===== config.mk =====
export PLATFORM = sky130hd
export DESIGN_NAME = bram_writeback_buffer_flat
export DESIGN_NICKNAME = d
export VERILOG_FILES = /design/src/rtl/bram_writeback_buffer_if.sv /design/src/rtl/bram_writeback_buffer.sv /design/src/flat_wrapper.sv
export SDC_FILE = /design/constraint.sdc
export NUM_CORES = 1
export LEC_CHECK = 0
export ABC_AREA = 1
export CAP_MARGIN = 20
export CORE_MARGIN = 4
export CORE_UTILIZATION = 55
export CTS_BUF_LIST = sky130_fd_sc_hd__clkbuf_4 sky130_fd_sc_hd__clkbuf_8 sky130_fd_sc_hd__clkbuf_16
export CTS_CLUSTER_SIZE = 16
export DETAILED_ROUTE_END_ITERATION = 7
export PLACE_DENSITY = 0.87
export SLEW_MARGIN = 30
export SYNTH_ARGS = -nofsm -noshare
export SYNTH_HDL_FRONTEND = slang
export SYNTH_SLANG_ARGS = --single-unit
export TNS_END_PERCENT = 1

===== constraint.sdc =====
create_clock -name CLK -period 4 [get_ports CLK]
set_input_delay 0.4 -clock CLK [delete_from_list [all_inputs] [get_ports CLK]]
set_output_delay 0.4 -clock CLK [all_outputs]
set_load 0.005 [all_outputs]

===== src/rtl/bram_writeback_buffer_if.sv =====
// Core-to-buffer write-back handshake plus the BRAM port B write side.
interface bram_writeback_buffer_if #(
   parameter int ADDR_W = 13,
   parameter int DATA_W = 32
);
   logic              WBEN;
   logic [ADDR_W-1:0] WBADDR;
   logic [DATA_W-1:0] WBVALUE;
   logic              WBREADY;
   logic              BRAM_GNT;
   logic [ADDR_W-1:0] addrb;
   logic [DATA_W-1:0] dinb;
   logic              enb;
   logic [3:0]        web;

   modport master (
      output WBEN, WBADDR, WBVALUE, BRAM_GNT,
      input  WBREADY, addrb, dinb, enb, web
   );

   modport slave (
      input  WBEN, WBADDR, WBVALUE, BRAM_GNT,
      output WBREADY, addrb, dinb, enb, web
   );
endinterface


===== src/rtl/bram_writeback_buffer.sv =====
// Buffers core result writes in a FIFO and drains them to BRAM port B; push-to-port latency 2 edges.
// Backpressure: WBREADY drops when the FIFO is full; BRAM_GNT low stalls draining without loss.
module bram_writeback_buffer #(
   parameter int DEPTH  = 8,
   parameter int ADDR_W = 13,
   parameter int DATA_W = 32
) (
   input  logic                   CLK,
   input  logic                   RSTN,
   input  logic                   START_SIGNAL,
   input  logic                   STOP_SIGNAL,
   bram_writeback_buffer_if.slave bus,
   output logic                   DRAIN_DONE,
   output logic                   OVERFLOW,
   output logic                   ADDR_ERR,
   output logic [15:0]            WR_COUNT
);
   localparam int PW = $clog2(DEPTH);
   localparam int CW = PW + 1;

   typedef enum logic [1:0] {IDLE, ACTIVE, DRAIN, DONE} state_t;

   // Only in-range addresses are stored, so the two top bits are always zero.
   typedef struct packed {
      logic [ADDR_W-3:0] addr;
      logic [DATA_W-1:0] data;
   } entry_t;

   entry_t        mem [DEPTH];
   entry_t        head;
   state_t        state;
   logic [PW-1:0] wr_ptr;
   logic [PW-1:0] rd_ptr;
   logic [CW-1:0] count;
   logic          addr_ok;
   logic          push_acc;
   logic          store;
   logic          pop;
   logic          enter_active;

   assign bus.WBREADY  = (state == ACTIVE) && (count != CW'(DEPTH));
   assign addr_ok      = (bus.WBADDR[ADDR_W-1 -: 2] == 2'b00);
   assign push_acc     = bus.WBEN && bus.WBREADY;
   assign store        = push_acc && addr_ok;
   assign pop          = (count != '0) && bus.BRAM_GNT && ((state == ACTIVE) || (state == DRAIN));
   assign enter_active = START_SIGNAL && ((state == IDLE) || (state == DONE));
   assign head         = mem[rd_ptr];

   always_ff @(posedge CLK) begin
      if (store) begin
         mem[wr_ptr] <= '{addr: bus.WBADDR[ADDR_W-3:0], data: bus.WBVALUE};
      end
   end

   always_ff @(posedge CLK or negedge RSTN) begin
      if (!RSTN) begin
         state      <= IDLE;
         wr_ptr     <= '0;
         rd_ptr     <= '0;
         count      <= '0;
         bus.addrb  <= '0;
         bus.dinb   <= '0;
         bus.enb    <= 1'b0;
         bus.web    <= 4'h0;
         DRAIN_DONE <= 1'b0;
         OVERFLOW   <= 1'b0;
         ADDR_ERR   <= 1'b0;
         WR_COUNT   <= '0;
      end else begin
         case (state)
            IDLE:    if (START_SIGNAL) state <= ACTIVE;
            ACTIVE:  if (STOP_SIGNAL) state <= DRAIN;
            DRAIN:   if ((count == '0) && !bus.enb) state <= DONE;
            DONE:    if (START_SIGNAL) state <= ACTIVE;
            default: state <= IDLE;
         endcase

         if (store) wr_ptr <= wr_ptr + PW'(1);
         if (pop)   rd_ptr <= rd_ptr + PW'(1);
         case ({store, pop})
            2'b10:   count <= count + CW'(1);
            2'b01:   count <= count - CW'(1);
            default: count <= count;
         endcase

         // addrb/dinb keep their last values between writes.
         bus.enb <= pop;
         bus.web <= pop ? 4'hF : 4'h0;
         if (pop) begin
            bus.addrb <= {head.addr, 2'b00};
            bus.dinb  <= head.data;
         end

         if (enter_active) begin
            DRAIN_DONE <= 1'b0;
            OVERFLOW   <= 1'b0;
            ADDR_ERR   <= 1'b0;
            WR_COUNT   <= '0;
         end else begin
            if ((state == DRAIN) && (count == '0) && !bus.enb) DRAIN_DONE <= 1'b1;
            if ((state == ACTIVE) && bus.WBEN && !bus.WBREADY) OVERFLOW <= 1'b1;
            if (push_acc && !addr_ok) ADDR_ERR <= 1'b1;
            if (bus.enb && (WR_COUNT != 16'hFFFF)) WR_COUNT <= WR_COUNT + 16'd1;
         end
      end
   end
endmodule


===== src/flat_wrapper.sv =====
// flat-port wrapper written by rule: the top's interface ports become plain ports
module bram_writeback_buffer_flat 
#(
   parameter int DEPTH  = 8,
   parameter int ADDR_W = 13,
   parameter int DATA_W = 32
)
  (CLK, RSTN, START_SIGNAL, STOP_SIGNAL, DRAIN_DONE, OVERFLOW, ADDR_ERR, WR_COUNT, bus_WBEN, bus_WBADDR, bus_WBVALUE, bus_BRAM_GNT, bus_WBREADY, bus_addrb, bus_dinb, bus_enb, bus_web);
  bram_writeback_buffer_if #(.ADDR_W(ADDR_W), .DATA_W(DATA_W)) bus_i ();
  input  logic CLK;
  input  logic RSTN;
  input  logic START_SIGNAL;
  input  logic STOP_SIGNAL;
  output logic DRAIN_DONE;
  output logic OVERFLOW;
  output logic ADDR_ERR;
  output logic [15:0] WR_COUNT;
  input wire logic [$bits(bus_i.WBEN)-1:0] bus_WBEN;
  input wire logic [$bits(bus_i.WBADDR)-1:0] bus_WBADDR;
  input wire logic [$bits(bus_i.WBVALUE)-1:0] bus_WBVALUE;
  input wire logic [$bits(bus_i.BRAM_GNT)-1:0] bus_BRAM_GNT;
  output wire logic [$bits(bus_i.WBREADY)-1:0] bus_WBREADY;
  output wire logic [$bits(bus_i.addrb)-1:0] bus_addrb;
  output wire logic [$bits(bus_i.dinb)-1:0] bus_dinb;
  output wire logic [$bits(bus_i.enb)-1:0] bus_enb;
  output wire logic [$bits(bus_i.web)-1:0] bus_web;
  assign bus_i.WBEN = bus_WBEN;
  assign bus_i.WBADDR = bus_WBADDR;
  assign bus_i.WBVALUE = bus_WBVALUE;
  assign bus_i.BRAM_GNT = bus_BRAM_GNT;
  assign bus_WBREADY = bus_i.WBREADY;
  assign bus_addrb = bus_i.addrb;
  assign bus_dinb = bus_i.dinb;
  assign bus_enb = bus_i.enb;
  assign bus_web = bus_i.web;
  bram_writeback_buffer #(.DEPTH(DEPTH), .ADDR_W(ADDR_W), .DATA_W(DATA_W)) u_core (.CLK(CLK), .RSTN(RSTN), .START_SIGNAL(START_SIGNAL), .STOP_SIGNAL(STOP_SIGNAL), .bus(bus_i), .DRAIN_DONE(DRAIN_DONE), .OVERFLOW(OVERFLOW), .ADDR_ERR(ADDR_ERR), .WR_COUNT(WR_COUNT));
endmodule

# After elaboration in Yosys (flattened, before gate mapping)
# Memory sizes are Yosys's and may differ from the RTL's. A register that Yosys moved wholly into a read port is not among the register bits.
# Index checks and enable logic that the tools add are counted.
# word_totals
ff_bits,36
ramBits,344
inputBits,51
out_inout_bits,70
word_cells,72
mem_count,1
# classes
addsub,5
n_eq_ne,10
n_mux,16
reduce_logical,30
# memory_table
memory,depth,width,rd,rd_clocked_by_memory_dff,wr,line_no,source
u_core.mem,8,43,1,1,1,bram_writeback_buffer.sv:29,entry_t mem [DEPTH];
# ops
op,count
two-way mux 16 bit,2
adder 16 x 1 -> 16 bit (second input constant),1
inequality test 16 bit (second input constant),1
logical AND 1 bit,13
nonzero test 2 bit,5
two-way mux 1 bit,8
case mux 4 bit (2 select lines),1
adder 3 x 1 -> 3 bit (second input constant),2
== test 2 bit (second input constant),3
two-way mux 2 bit,3
case mux 2 bit (3 select lines),1
adder 4 x 1 -> 4 bit (second input constant),1
== test 2 x 1 -> 1 bit (second input constant),2
zero test 1 bit,4
zero test 2 bit,2
zero test 4 bit,1
two-way mux 4 bit,1
inequality test 2 x 1 -> 1 bit (second input constant),2
inequality test 4 bit (second input constant),1
nonzero test 4 bit,1
subtractor 4 x 1 -> 4 bit (second input constant),1
AND reduction 3 bit,1
logical OR 1 bit,2
inequality test 2 bit (second input constant),1
OR reduction 2 bit,1

# Depth between registers and ports, before layout
# depth
depth_word,6
ltp_mapped,15
mapped_depth_nobuf,14

# Worst setup path before layout
# Ideal clock, no wire load.
# synth_timing
kind,register to register
startpoint,register u_core.state[1]
endpoint,"memory u_core.mem[0][0] (netlist name), enable pin"
setup_time_ps,443
arrival_ps,3056
t_required_ps,3557
slack_ps,501
stages_incl_launch_ff,8
path_buffers,0
period_less_slack_ps,3499
path_cell_list,dfrtp_1 > inv_1 > ha_1 > nand2_1 > inv_1 > nand4_1 > or2_2 > nor2_1
# synth_via
elab_chain_cells,6
# synth_lines
item,line_no,source
from (decl),bram_writeback_buffer.sv:31,state_t state;
from (signal assigned),bram_writeback_buffer.sv:57,state <= IDLE;
from (signal assigned),bram_writeback_buffer.sv:71,IDLE: if (START_SIGNAL) state <= ACTIVE;
from (signal assigned),bram_writeback_buffer.sv:72,ACTIVE: if (STOP_SIGNAL) state <= DRAIN;
== test 2 x 1 -> 1 bit,bram_writeback_buffer.sv:41,assign bus.WBREADY = (state == ACTIVE) && (count != CW'(DEPTH));
logical AND 1 bit,bram_writeback_buffer.sv:41,
logical AND 1 bit,bram_writeback_buffer.sv:43,assign push_acc = bus.WBEN && bus.WBREADY;
logical AND 1 bit,bram_writeback_buffer.sv:44,assign store = push_acc && addr_ok;
two-way mux 1 bit,bram_writeback_buffer.sv:50,if (store) begin
two-way mux 1 bit (implied by the code),bram_writeback_buffer.sv:51,"mem[wr_ptr] <= '{addr: bus.WBADDR[ADDR_W-3:0], data: bus.WBVALUE};"
to (decl),bram_writeback_buffer.sv:29,
# Every way passes these cells.

# Final worst setup path
# layout_timing
startpoint,register u_core.state[1]
endpoint,"memory u_core.mem[5][16] (netlist name), enable pin"
# The elaborated chain is that of the path after synthesis.

==> summary.md <==
| Metric | Value |
|---|---|
| Port Buf Inserts | 118 |
| Endpoint type of the worst setup path | flip-flop |
| Synthesis-to-layout area growth | 17.01% |
| CTS Buffer Depth | 3 |
| Post-synthesis sequential area ratio | 72.36% |
| Drt total wl | 39.64 mm |
| Setup TNS | 0 ps |
| Die height | 183.1 um |
| GP Congestion | 0.8634 |
| Synth Area in XOR/XNOR | 0.4673% |
| Vias | 11550 |
| Post-Syn Instances | roughly 1400 |
| RSZ-0062 raised after global routing | no |
| Sw Pwr | 4.756 mW |
| CTS Hold Bufs | 1 |
| HPWL after DPL | 22.07 mm |
| First-pass GRT wire length | slightly above 60 mm |
| Post-synth cell types | 30 |
| CTS root buf | clkbuf_16 |
| Max-slew headroom | between 30% and 40% |
| Critical Path Start Type | flip-flop |
| Core ar. | 29950 um^2 |
| CTS tree | built |
| Most frequent cells in the layout | edfxtp_1 (344), nor2_1 (327), o21ai_0 (180), nand2_1 (179), nand3_1 (119) |
| Grt ovf | 0 |
| Register area | between 10000 and 15000 um^2 |
| Boundary pin count | 121 |
| Worst vdd ir | 0.0005041 V |
| GRT busiest layer | met2 |
| Synth Register Bits | 419 |
| GRT Util Overall | 23.17% |
| Crit path DAT | approximately 2900 ps |
| Max Cap Violations | 0 |
| Vias in the first global route | ~12000 |
| Tcrit/Tclk final | 67.96% |
| F_max | ~0.37 GHz |
| Vias per cell | 5.873 |
| Outcome | completed |
| TritonRoute pass-1 iters | 5 |
| Share of layout cells above drive strength 1 | 7.302% |
| Residual DRC | 0 |
| Initial core utilization | 56.32% |
| CP Class | flip-flop to flip-flop |
| Fillers | just over 2000 |
| Hold Fails Final Rpt | 0 |
| Clock share of power | about 28% |
| Die area | approximately 34000 um^2 |
| Final setup fails | 0 |
| Sw Ratio | 35.05% |
| Syn avg cell area | 11.70 um^2 |
| Grt met1 use | between 20 and 30% |
| CP required | 4220 ps |
| Worst-Skew Late Latency | 550 ps |
| Int Power | 8.814 mW |
| PwrDens | 687.5 nW/um^2 |
| Leak pwr | about 7.2 nW |
| Comb pwr share | 32.3% |
| Largest net degree at the start of global routing | 107 |
| Post-Route Hold Slack | 477.0 ps |
| Mux share of post-synthesis cell area | 0% |
| Met3 Usage GRT | 3.927% |
| Layout Nets | 1600 |
| Seq pwr share | 40.1% |
| Wire length per cell | 20.15 um |
| Initial DRC count | around 1400 |
| Initial antenna violation count | 2 |
| Post-CTS sizing | 0 |
| Multi-input gate area | 4173 um^2 |
| Commonest non-fill, non-tap cell in the layout | edfxtp_1 |
| CTS Sinks | 419 |
| Post-CTS Setup Inserts | 0 |
| YS warnings | 0 |
| Clock Skew | 28.70 ps |
| Post-route ant nets | 0 |
| Post-synthesis adder-cell area fraction | 0.5934% |
| Compound-gate portion of the synthesized area | 7.566% |
| Die width | about 180 um |
| CTS HTree Levels | 2 |
| HP Class | primary input to asynchronous set/reset pin |
| CTS Buf Count | 42 |
| Largest family of logic cells by synthesized area | simple AND/OR/NAND/NOR gates |
| GR Layer Usage met2 | about two fifths |
| Slew Viols, Final | 0 |
| Final worst path period need | between 2000 and 3000 ps |
| Synth Area in Simple Gates | approximately 16% |
| Crit Path Max Fanout | 18 |
| Row count | 63 |
| Cell area after synthesis | 16870 um^2 |
| Worst-path clk slew | 60 ps |
| Worst-margin pin slew | 992.2 ps |
## through the flow
stage / worst slack [ps] / cell area (um^2) / std cells / power, mW / util, %
after CTS: 1269 / 19730 / 1965 / 13.59 / 65.88
after global routing: 1058 / 19740 / 1967 / 14.35 / 65.89
after global placement: 1085 / 18380 / 1886 / 9.581 / 61.36
final: 1282 / 19740 / 1967 / 13.57 / 65.89
after floorplan: 501.1 / 16870 / 1443 / 8.225 / -
after detailed placement: 1045 / 18390 / 1886 / 9.808 / 61.38
## power by group through the flow
stage | clock network (mW) | registers [mW] | logic, mW
3_5_place_dp | 0 | 5.52 | 4.29
4_1_cts | 3.77 | 5.44 | 4.38
2_1_floorplan | 0 | 5.45 | 2.78
3_3_place_gp | 0 | 5.50 | 4.08
6_report | 3.74 | 5.45 | 4.38
5_1_grt | 3.98 | 5.49 | 4.88
## Yosys cell counts, drive strengths merged
library cell,n,area (um^2)
nand3,120,605.6
a31oi,1,6.260
xnor2,2,17.52
a21oi,3,15.01
clkinv,1,3.750
nor3,1,10.01
conb,1,3.750
edfxtp,344,10330
buf,44,249.0
nor2,337,1280
o21a,1,7.510
inv,40,150.1
nand4,7,43.79
nand2,180,678.2
clkbuf,40,150.1
nand3b,1,7.510
o21ai,181,917.1
dfrtp,75,1877
o211ai,44,330.3
xor2,7,61.31
or2,4,25.02
ha,8,100.1
## worst max-delay path, stage by stage, from the launching register on
cell and delay, ps:
dfrtp_1 390, inv_1 60, ha_1 170, nand2_1 80, inv_1 80, nand4_1 300
inv_1 240, nand2_1 250, nor2_4 450, buf_4 380
## flip-flops by register name (all words and copies together) (netlist names)
name / cells
u_core.state: 2
u_core.ADDR_ERR: 1
u_core.WR_COUNT: 16
u_core.OVERFLOW: 1
u_core.mem: 344
u_core.wr_ptr: 3
u_core.bus.web: 1
u_core.DRAIN_DONE: 1
u_core.bus.addrb: 11
u_core.bus.dinb: 32
u_core.count: 4
u_core.rd_ptr: 3
## worst paths after layout
check / from / endpoint / slack, ps / depth (start not counted)
min in group CLK: u_core.bus.addrb[2]$_DFFE_PN0P_ / u_core.bus.addrb[2]$_DFFE_PN0P_ / 480 / 2
setup / recovery: u_core.state[1]$_DFFE_PN0P_ / u_core.mem[5][16]$_DFFE_PP_ / 1280 / 9
hold / removal: RSTN / u_core.DRAIN_DONE$_DFFE_PN0P_ / 480 / 2
hold reg to reg: u_core.bus.addrb[2]$_DFFE_PN0P_ / u_core.bus.addrb[2]$_DFFE_PN0P_ / 480 / 2
max in group asynchronous: RSTN / u_core.rd_ptr[0]$_DFFE_PN0P_ / 2920 / 2
setup reg to reg: u_core.state[1]$_DFFE_PN0P_ / u_core.mem[5][16]$_DFFE_PP_ / 1280 / 9
## cell type report
cell class | count | area share [%]
clock inverters | 24 | 0.9635
clock buffers | 54 | 5.813
flip-flops and latches | 419 | 61.88
multi-input cells | 899 | 21.14
repair buffers | 138 | 6.891
well taps | 390 | 2.472
inverters | 41 | 0.8177
diodes | 2 | 0.02536
## kinds of logic after synthesis
kind of cell,after synthesis
AO/OA/AOI/OAI,230
buffers and inverters,125
flip-flops,419
other,1
adder cells (fa/ha/maj),8
XOR/XNOR,9
AND/OR/NAND/NOR,650
## metal layers
layer | vias up | routed length (um)
met5 | - | 0
met4 | 0 | 1131
met3 | 88 | 3126
met2 | 574 | 20360
met1 | 5667 | 15030
li1 | 5223 | -
Note: power is estimated with default switching activity, not from simulation.
